===== src/rtl/matrix_pkg.sv =====
// Shared types and sizing for the matrix loader and its backing store.
package matrix_pkg;

  localparam int unsigned BW    = 8;
  localparam int unsigned N     = 16;
  localparam int unsigned ELEMS = 9;
  localparam int unsigned AW    = $clog2(N);

  typedef enum logic [1:0] {
    IDLE,
    LOAD,
    KICK,
    WAIT
  } state_e;

endpackage


===== src/rtl/matrix_ram.sv =====
// N x BW register array: synchronous write and reset-to-zero, combinational read.
module matrix_ram #(
  parameter int unsigned BW = 8,
  parameter int unsigned N  = 16
) (
  input  logic                 clk_i,
  input  logic                 rst_i,
  input  logic                 we_i,
  input  logic [$clog2(N)-1:0] waddr_i,
  input  logic [BW-1:0]        wdata_i,
  input  logic [$clog2(N)-1:0] raddr_i,
  output logic [BW-1:0]        rdata_o
);

  logic [BW-1:0] mem_q [N];

  always_ff @(posedge clk_i) begin
    if (rst_i) begin
      for (int unsigned i = 0; i < N; i++) begin
        mem_q[i] <= '0;
      end
    end else if (we_i) begin
      mem_q[waddr_i] <= wdata_i;
    end
  end

  assign rdata_o = mem_q[raddr_i];

endmodule


===== src/rtl/matrix_loader.sv =====
// Streams nine row-major matrix elements into the store at a chosen base,
// then kicks the determinant unit and waits for its finish.
module matrix_loader #(
  parameter int unsigned BW    = matrix_pkg::BW,
  parameter int unsigned N     = matrix_pkg::N,
  parameter int unsigned ELEMS = matrix_pkg::ELEMS
) (
  input  logic                 clk,
  input  logic                 rst,
  input  logic                 load_go,
  input  logic [$clog2(N)-1:0] base_address,
  input  logic                 data_valid,
  input  logic [BW-1:0]        data_in,
  output logic                 data_ready,
  input  logic [$clog2(N)-1:0] rd_addr,
  output logic [BW-1:0]        rd_data,
  output logic                 start1,
  output logic [$clog2(N)-1:0] start_address,
  input  logic                 det_finish,
  output logic                 busy
);

  import matrix_pkg::*;

  localparam int unsigned ADDR_W = $clog2(N);
  localparam int unsigned CNT_W  = $clog2(ELEMS);

  state_e              state_q;
  logic [CNT_W-1:0]    count_q;
  logic [ADDR_W-1:0]   start_address_q;
  logic                data_ready_q;
  logic                start1_q;
  logic                busy_q;

  logic                xfer;
  logic [ADDR_W-1:0]   waddr;

  assign xfer  = data_valid & data_ready_q;
  // Address sum truncates to ADDR_W bits so a high base wraps to the bottom.
  assign waddr = start_address_q + ADDR_W'(count_q);

  always_ff @(posedge clk) begin
    if (rst) begin
      state_q         <= IDLE;
      count_q         <= '0;
      start_address_q <= '0;
      data_ready_q    <= 1'b0;
      start1_q        <= 1'b0;
      busy_q          <= 1'b0;
    end else begin
      start1_q <= 1'b0;
      case (state_q)
        IDLE: begin
          if (load_go) begin
            state_q         <= LOAD;
            start_address_q <= base_address;
            count_q         <= '0;
            data_ready_q    <= 1'b1;
            busy_q          <= 1'b1;
          end
        end
        LOAD: begin
          if (xfer) begin
            count_q <= count_q + 1'b1;
            if (count_q == CNT_W'(ELEMS - 1)) begin
              state_q      <= KICK;
              data_ready_q <= 1'b0;
              start1_q     <= 1'b1;
            end
          end
        end
        KICK: begin
          state_q <= WAIT;
        end
        WAIT: begin
          if (det_finish) begin
            state_q <= IDLE;
            busy_q  <= 1'b0;
          end
        end
        default: begin
          state_q <= IDLE;
        end
      endcase
    end
  end

  matrix_ram #(
    .BW (BW),
    .N  (N)
  ) u_ram (
    .clk_i   (clk),
    .rst_i   (rst),
    .we_i    (xfer),
    .waddr_i (waddr),
    .wdata_i (data_in),
    .raddr_i (rd_addr),
    .rdata_o (rd_data)
  );

  assign data_ready    = data_ready_q;
  assign start1        = start1_q;
  assign start_address = start_address_q;
  assign busy          = busy_q;

endmodule

===== config.mk =====
export PLATFORM = sky130hd
export DESIGN_NAME = matrix_loader
export DESIGN_NICKNAME = d
export VERILOG_FILES = /design/src/rtl/matrix_pkg.sv /design/src/rtl/matrix_ram.sv /design/src/rtl/matrix_loader.sv
export SDC_FILE = /design/constraint.sdc
export NUM_CORES = 1
export LEC_CHECK = 0
export CAP_MARGIN = 20
export CORE_MARGIN = 5
export CORE_UTILIZATION = 60
export CTS_BUF_LIST = sky130_fd_sc_hd__clkbuf_16
export CTS_CLUSTER_DIAMETER = 120
export DETAILED_ROUTE_END_ITERATION = 8
export DONT_BUFFER_PORTS = 1
export MAX_ROUTING_LAYER = met4
export PLACE_DENSITY = 0.76
export SETUP_SLACK_MARGIN = 0.2
export SLEW_MARGIN = 25
export SYNTH_ARGS = -nofsm -noshare
export SYNTH_HDL_FRONTEND = slang
export SYNTH_HIERARCHICAL = 1
export SYNTH_SLANG_ARGS = --single-unit

===== constraint.sdc =====
create_clock -name clk -period 3.3 [get_ports clk]
set_clock_uncertainty 0.05 [all_clocks]
set_input_delay 0.33 -clock clk [delete_from_list [all_inputs] [get_ports clk]]
set_output_delay 0.33 -clock clk [all_outputs]
set_load 0.02 [all_outputs]

# Yosys cells after proc, flatten, opt, wreduce, memory -nomap -nowiden
# Memories as Yosys holds them, arrays and structs flattened.
# Cells that the tools add are included.
[classes]
bitwise = 3
n_eq_ne = 8
n_reduce_logical = 10
n_mux = 23
n_addsub = 2
[ops]
columns = ["op", "n"]
rows = [
  ["4-bit 2-to-1 mux", 3],
  ["1-bit 2-to-1 mux", 11],
  ["2-bit 2-to-1 mux", 4],
  ["8-bit 2-to-1 mux", 1],
  ["2-bit case mux with 4 select lines", 1],
  ["4-bit case mux with 2 select lines", 1],
  ["4-bit AND reduction", 2],
  ["8-bit OR reduction", 1],
  ["2-bit inequality test, second input constant", 3],
  ["3-bit AND reduction", 2],
  ["4-bit by 1-bit adder with 4-bit output, second input constant", 1],
  ["4-bit adder", 1],
  ["2-bit == test, second input constant", 2],
  ["4-bit == test, second input constant", 1],
  ["1-bit case mux with 2 select lines", 2],
  ["2-bit nonzero test", 2],
  ["3-bit OR reduction", 1],
  ["2-bit by 1-bit == test with 1-bit output, second input constant", 1],
  ["2-bit logical NOT", 1],
  ["2-bit by 1-bit inequality test with 1-bit output, second input constant", 1],
  ["1-bit inverter", 2],
  ["2-bit AND reduction", 1],
  ["1-bit bitwise AND", 1],
]
[word_totals]
mem_bits_rw = 128
input_bits = 21
output_inout_bits = 15
memories = 1
ff_bits = 13
wordCells = 53
[memory_table]
columns = ["memory", "words", "word_bits", "read_ports", "rd_ports_with_merged_regs", "write_ports", "line", "rtl"]
rows = [
  ["u_ram.mem_q", 16, 8, 1, 0, 16, "matrix_ram.sv:15", "logic [BW-1:0] mem_q [N];"],
]

# Longest topological paths before layout
# Gate-level depths: netlist of the first run.
[logic_depth]
depth_word = 6
depth_mapped = 7
depth_no_buf = 7

# Hierarchy
# Netlist of the first run, hierarchy kept.
[by_module_without_submodules]
columns = ["module", "seq_area_each_um2", "n_inst", "cells_per_inst", "area_per_inst_um2"]
rows = [
  ["matrix_ram", 3843.7, 1, 375, 5861.9],
  ["matrix_loader", 260.2, 1, 90, 848.3],
]

# Least setup slack after synthesis of the first run
# No wires, ideal clock.
[synth_path]
kind = "register to register"
startpoint = "register start_address_q[1] (netlist: start_address[1])"
endpoint = "memory u_ram.mem_q[0][0] (enable)"
setup_time_ns = 0.309
n_path_buf = 0
arrival_ns = 2.245
stages_incl_launch_ff = 8
t_required_ns = 2.941
slack_ns = 0.696
synth_period_minus_slack_ns = 2.604
path_cell_list = "dfxtp_1 > ha_1 > a21o_1 > a21oi_1 > xnor2_1 > or4b_4 > nor3_2 > or2_2"
[synth_rtl]
columns = ["item", "line", "rtl"]
rows = [
  ["from (decl)", "matrix_loader.sv:30", "logic [ADDR_W-1:0] start_address_q;"],
  ["from (signal assigned)", "matrix_loader.sv:56", "start_address_q <= base_address;"],
  ["to (decl)", "matrix_ram.sv:15", ""],
]

==> metrics.txt, run 1 <==
status completed; fin nets 503; Post-DP HPWL 9220 microns; Post-Synthesis Net Count 496; drt first pass iters 5; Leakage 2.77 nW; Skew-Pair Late Insertion Delay 0.41 ns; die footprint 13400 sq um; clk slew on worst S/H paths 0.06 ns; core footprint 10900 sq um; maximum buffer depth of the clock tree 2; routed vias/inst 6.16; clk sinks 141; Final period util 89.3%; Hold Path Class in -> reg; vias 3842; antenna violations before repair 0; Placement Cell Area 6850 sq um; Met1 Wirelength 5810 microns; Tot GR Track Use 23.2%; r2r worst-path depth 7; Die Wd 116 microns; minimum clock period 2.95 ns; Avg WL per Cell 22.3 microns; most frequent cells in the layout and2_1, edfxtp_1, mux4_2; CP startpoint start_address[1]$_SDFFE_PP0P_; TritonCTS clock tree done; reg2reg start start_address[1]$_SDFFE_PP0P_; CP startpoint kind register; Setup crit end kind register; cell row count 38; worst slew pin tran 0.597 ns; relative slew slack 60.1%; CTS Root Cell clkbuf_16; final wirelength 13900 microns; reg-to-reg slack, setup 0.35 ns; CP max FO 9; fraction of registers with async set/reset 0%; IO buf count 0; first-pass GRT wire length 21900 microns; Worst VDD drop 0.415 mV; commonest non-fill, non-tap cell in the layout and2_1; crit path to u_ram/mem_q[0][2]$_SDFFCE_PN0P_; #FFs+latches synth 141; Final Hold Fails 0; Fin Setup TNS 0 ns; total placed cells including tap cells 592; DRC 0; WS Path Type reg -> reg; R2R Path End u_ram/mem_q[0][2]$_SDFFCE_PN0P_; Top Metal Used met4; non-filler cells in the finished layout 624; post-synthesis cell count 465; largest net degree at the start of global routing 33; number of global-route vias before repair 3952; Top Ports 36; starting DRC count in detailed routing 340; Syn-to-layout area delta 11.3%; RePlAce Congestion 0.850; met2 wire length 6930 microns; Final setup violation count 0; EDFF count, synth 128; htree depth 4; syn avg cell area 14.4 sq um; RSZ-0062 raised after global routing false; Mapped Area 6710 sq um; Final ANT Viol Nets 0; initial core utilization 61.6%; final instance area 7470 sq um; yosys warns 6; Max Cap Violations 0; WP data required 3.35 ns; Top FF cell, synth edfxtp_1; # diodes 0; Pwr Density 601 nW/um^2; met3 wire length 995 microns; Inserted Clock Buffers 17; synth unique cells 43; Critical Path AT 3.00 ns; share of layout cells above drive strength 1 20.0%; global route total overflow 0; Seq/Total Area, Yosys 61.2%; worst hold slack 0.00820 ns; die height 116 microns; total power draw 4.49 mW; Slew Limit Fails 0; Max Freq 340 MHz; Setup Buffers After CTS 0
## cell usage after synthesis, types with 2 or more instances
library cell	n	area share, %
or2b_1	2	0.22
a211oi_1	2	0.22
and2_1	130	12
o32ai_1	2	0.26
nand2_1	17	0.95
nand3_1	7	0.52
edfxtp_1	128	57
nand2b_1	5	0.47
xor2_1	2	0.26
nor3_1	3	0.22
nor2_1	12	0.67
or2_2	17	1.6
nor2_2	3	0.28
clkbuf_1	13	0.73
a22oi_1	16	1.8
buf_2	2	0.15
ha_1	9	1.7
dfxtp_1	13	3.9
nor2b_1	5	0.47
mux2i_1	3	0.45
nand4bb_1	2	0.34
a21oi_1	8	0.60
buf_1	4	0.22
buf_4	3	0.34
nand4b_1	2	0.26
inv_1	5	0.28
buf_6	2	0.34
mux4_2	32	11
o21ai_0	2	0.15
## sequential cells by signal, indices dropped and copies added (netlist names)
| register | count |
|---|---|
| busy | 1 |
| count_q | 4 |
| state_q | 2 |
| data_ready | 1 |
| start1 | 1 |
| u_ram/mem_q | 128 |
| start_address | 4 |
## kinds of logic after synthesis
kind of cell	count (synthesis)	synth area share, %
AOI/OAI and AO/OA	36	4.18
xor gates and xnor gates	3	0.392
adders and majority gates	10	1.98
buffers and inverters	29	2.05
DFF	141	61.2
muxes	35	11.2
and+or+nand+nor	211	19.1
## critical path, cell delays in order, from the launching register on
cell and delay [ns]:
dfxtp_1 0.52, ha_1 0.30, a21o_1 0.15, a21oi_1 0.17
xnor2_1 0.15, or4b_4 0.60, nor3_2 0.37, or2_2 0.32
## layer usage
layer,up-vias,track usage (%)
met5,-,-
met4,0,7.04
met3,18,5.90
met2,161,36.9
met1,1938,29.7
li1,1725,-
## per-stage QoR
stage | setup WS [ns] | util, %
finish | 0.355 | 68.6
global placement | 0.513 | 62.9
CTS | 0.373 | 68.5
global route | 0.271 | 68.6
detailed placement | 0.397 | 62.9
floorplan | 0.696 | -
## power breakdown
| group | internal, mW | switching (mW) | total [mW] |
|---|---|---|---|
| clock network | 1.25 | 0.688 | 1.93 |
| logic | 0.191 | 0.249 | 0.440 |
| registers | 2.04 | 0.0759 | 2.12 |
| total | 3.48 | 1.01 | 4.49 |
## layout make-up
cell class	count	area, sq um
clock buffers	17	425
clock inverters	14	178
fillers	710	3420
inverters	5	18.8
multi-input cells	295	2470
flip-flops and latches	141	4100
well taps	140	175
repair buffers	12	92.6
## what timing repair did
action,4_1_cts,5_1_grt
setup endpoints to repair,0,8
hold buffers,1,0
hold endpoints to repair,10,0
gates resized for setup,0,1
## how the worst min path moves through the flow
stage,startpoint,end,slack [ns],cells past startpoint
after floorplan,base_address[0],start_address[0]$_SDFFE_PP0P_,0.43,2
after global routing,base_address[0],start_address[0]$_SDFFE_PP0P_,0.01,2
after CTS,base_address[1],start_address[1]$_SDFFE_PP0P_,0.002,2
after global placement,rst,start_address[0]$_SDFFE_PP0P_,0.35,1
final,base_address[1],start_address[1]$_SDFFE_PP0P_,0.008,2
after detailed placement,rst,start_address[3]$_SDFFE_PP0P_,0.35,1
(Power assumes the default switching activity.)
==> run 2: changes to the inputs <==
Settings changed: ABC_CLOCK_PERIOD_IN_PS set to 3250, SETUP_SLACK_MARGIN 0.2 to not set.
Clock period 3.3 ns to 3.25 ns, I/O delays scaled along.
==> run 2 against run 1 <==
Net effect:
- sequential power about the same
- die area did not move
- wire length grew 0.86%
- core utilization up 0.83 points
- critical endpoint is now u_ram/mem_q[0][3]$_SDFFCE_PN0P_
- critical path type unchanged
- largest cell class unchanged
- worst hold slack gained 0.016 ns
- largest power group unchanged
- global-route usage increased by 0.70 points
- flip-flop and latch count unchanged
==> metrics.txt, run 2 (same netlist as run 1, synthesis figures left out) <==
Avg WL per Cell 22.3 microns (about the same); met1 usage 29.3% (was 29.7%); share of layout cells above drive strength 1 19.8% (was 20.0%); starting DRC count in detailed routing 469 (was 340); Leakage 2.81 nW (was 2.77 nW); relative slew slack 65.1% (was 60.1%); worst slew pin tran 0.523 ns (was 0.597 ns); status completed (unchanged); fillcell total 685 (was 710); commonest non-fill, non-tap cell in the layout and2_1 (unchanged); Setup crit end kind register (unchanged); reg-to-reg slack, setup 0.33 ns (was 0.35 ns); Hold Crit Depth 2 (unchanged); Slew Limit Fails 0 (unchanged); r2r worst-path depth 7 (unchanged); Max Freq 343 MHz (was 340 MHz); Skew-Pair Late Insertion Delay 0.41 ns (about the same); Tot GR Track Use 23.9% (was 23.2%); largest net degree at the start of global routing 33 (unchanged); Max Cap Violations 0 (unchanged); CTS Root Cell clkbuf_16 (unchanged); die height 116 microns (unchanged); RSZ-0062 raised after global routing false (unchanged); core footprint 10900 sq um (unchanged); first-pass GRT wire length 22200 microns (was 21900 microns); IO buf count 0 (unchanged); CP max FO 9 (unchanged); fin nets 508 (was 503); RePlAce Congestion 0.829 (was 0.850); drt first pass iters 5 (unchanged); Top Ports 36 (unchanged); clk sinks 141 (unchanged); number of global-route vias before repair 3998 (was 3952); initial core utilization 61.6% (unchanged); Die Wd 116 microns (unchanged); Top reg by flops u_ram/mem_q (unchanged); register area 4100 sq um (unchanged); Hold Path Class in -> reg (unchanged); TritonCTS clock tree done (unchanged); most frequent cells in the layout and2_1, edfxtp_1, mux4_2 (unchanged); CP startpoint kind register (unchanged); fin util 69.4% (was 68.6%); final wirelength 14000 microns (was 13900 microns); clk slew on worst S/H paths 0.05 ns (was 0.06 ns); Critical Path AT 2.97 ns (was 3.00 ns); DRC 0 (unchanged); WS Path Type reg -> reg (unchanged); vias 3859 (was 3842); Fin Setup TNS 0 ns (unchanged); routed vias/inst 6.14 (was 6.16); Final ANT Viol Nets 0 (unchanged); Pwr Density 623 nW/um^2 (was 601 nW/um^2); Inserted Clock Buffers 17 (unchanged); M3 GR Usage 6.68% (was 5.90%); maximum buffer depth of the clock tree 2 (unchanged); # diodes 0 (unchanged); cell row count 38 (unchanged); Setup Buffers After CTS 0 (unchanged); minimum clock period 2.92 ns (was 2.95 ns); Final Hold Fails 0 (unchanged); antenna violations before repair 0 (unchanged); grt met2 use 38.6% (was 36.9%); Post-DP HPWL 9120 microns (was 9220 microns); Final setup violation count 0 (unchanged); multi-input logic area 2470 sq um (about the same); Final period util 89.8% (was 89.3%); WP data required 3.30 ns (was 3.35 ns); die footprint 13400 sq um (unchanged); Largest register FFs 128 (unchanged); Worst VDD drop 0.356 mV (was 0.415 mV); global-route layer with the greatest usage met2 (unchanged); global route total overflow 0 (unchanged); Syn-to-layout area delta 12.6% (was 11.3%); htree depth 4 (unchanged)
## run 2: metrics by stage
stage / std cells / area, sq um / power (mW) / worst slack (ns) / hold slack [ns]
global placement: 593 / 6860 / 2.60 / 0.503 / 0.348
finish: 629 / 7560 / 4.71 / 0.332 / 0.0238
global route: 629 / 7560 / 4.88 / 0.117 / 0.0178
floorplan: 465 / 6710 / 2.57 / 0.646 / 0.423
CTS: 629 / 7560 / 4.73 / 0.342 / 0.00454
detailed placement: 593 / 6860 / 2.62 / 0.328 / 0.349
## run 2: worst paths after layout
path                                           to                     startpoint
setup reg to reg  u_ram/mem_q[0][3]$_SDFFCE_PN0P_  start_address[1]$_SDFFE_PP0P_
hold / removal      start_address[3]$_SDFFE_PP0P_                        load_go
setup / recovery  u_ram/mem_q[0][3]$_SDFFCE_PN0P_  start_address[1]$_SDFFE_PP0P_
hold reg to reg           count_q[2]$_SDFFE_PP0P_        count_q[2]$_SDFFE_PP0P_
## run 2: power by group
group          internal, mW  total, mW  switching, mW
clock                  1.42       2.11          0.692
sequential             2.07       2.15         0.0776
combinational         0.197      0.443          0.246
total                  3.69       4.71           1.02
## run 2: worst max-delay path, cell delays in order (launching register included)
cell and delay [ns]:
dfxtp_1 0.53, ha_1 0.30, a21o_1 0.16, a21oi_1 0.18, xnor2_1 0.15, or4b_4 0.60
nor3_2 0.33, or2_2 0.31
## run 2: what timing repair did
action                                 CTS  global route
endpoints found under the hold margin   10             0
gates resized for setup                  0             0
hold buffers                             5             0
## run 2: cell type report
| type | instances | area share, % |
|---|---|---|
| inverter | 5 | 0.248 |
| timing repair buffer | 17 | 1.85 |
| clock inverter | 14 | 2.98 |
| multi-input combinational | 295 | 32.7 |
| tap | 140 | 2.32 |
| sequential | 141 | 54.3 |
| clock buffer | 17 | 5.63 |
## run 2: metal layers
layer | routed length (microns) | up-vias
li1 | - | 1736
met2 | 7150 | 157
met4 | 184 | 0
met1 | 5640 | 1948
met3 | 1060 | 18
met5 | 0 | -
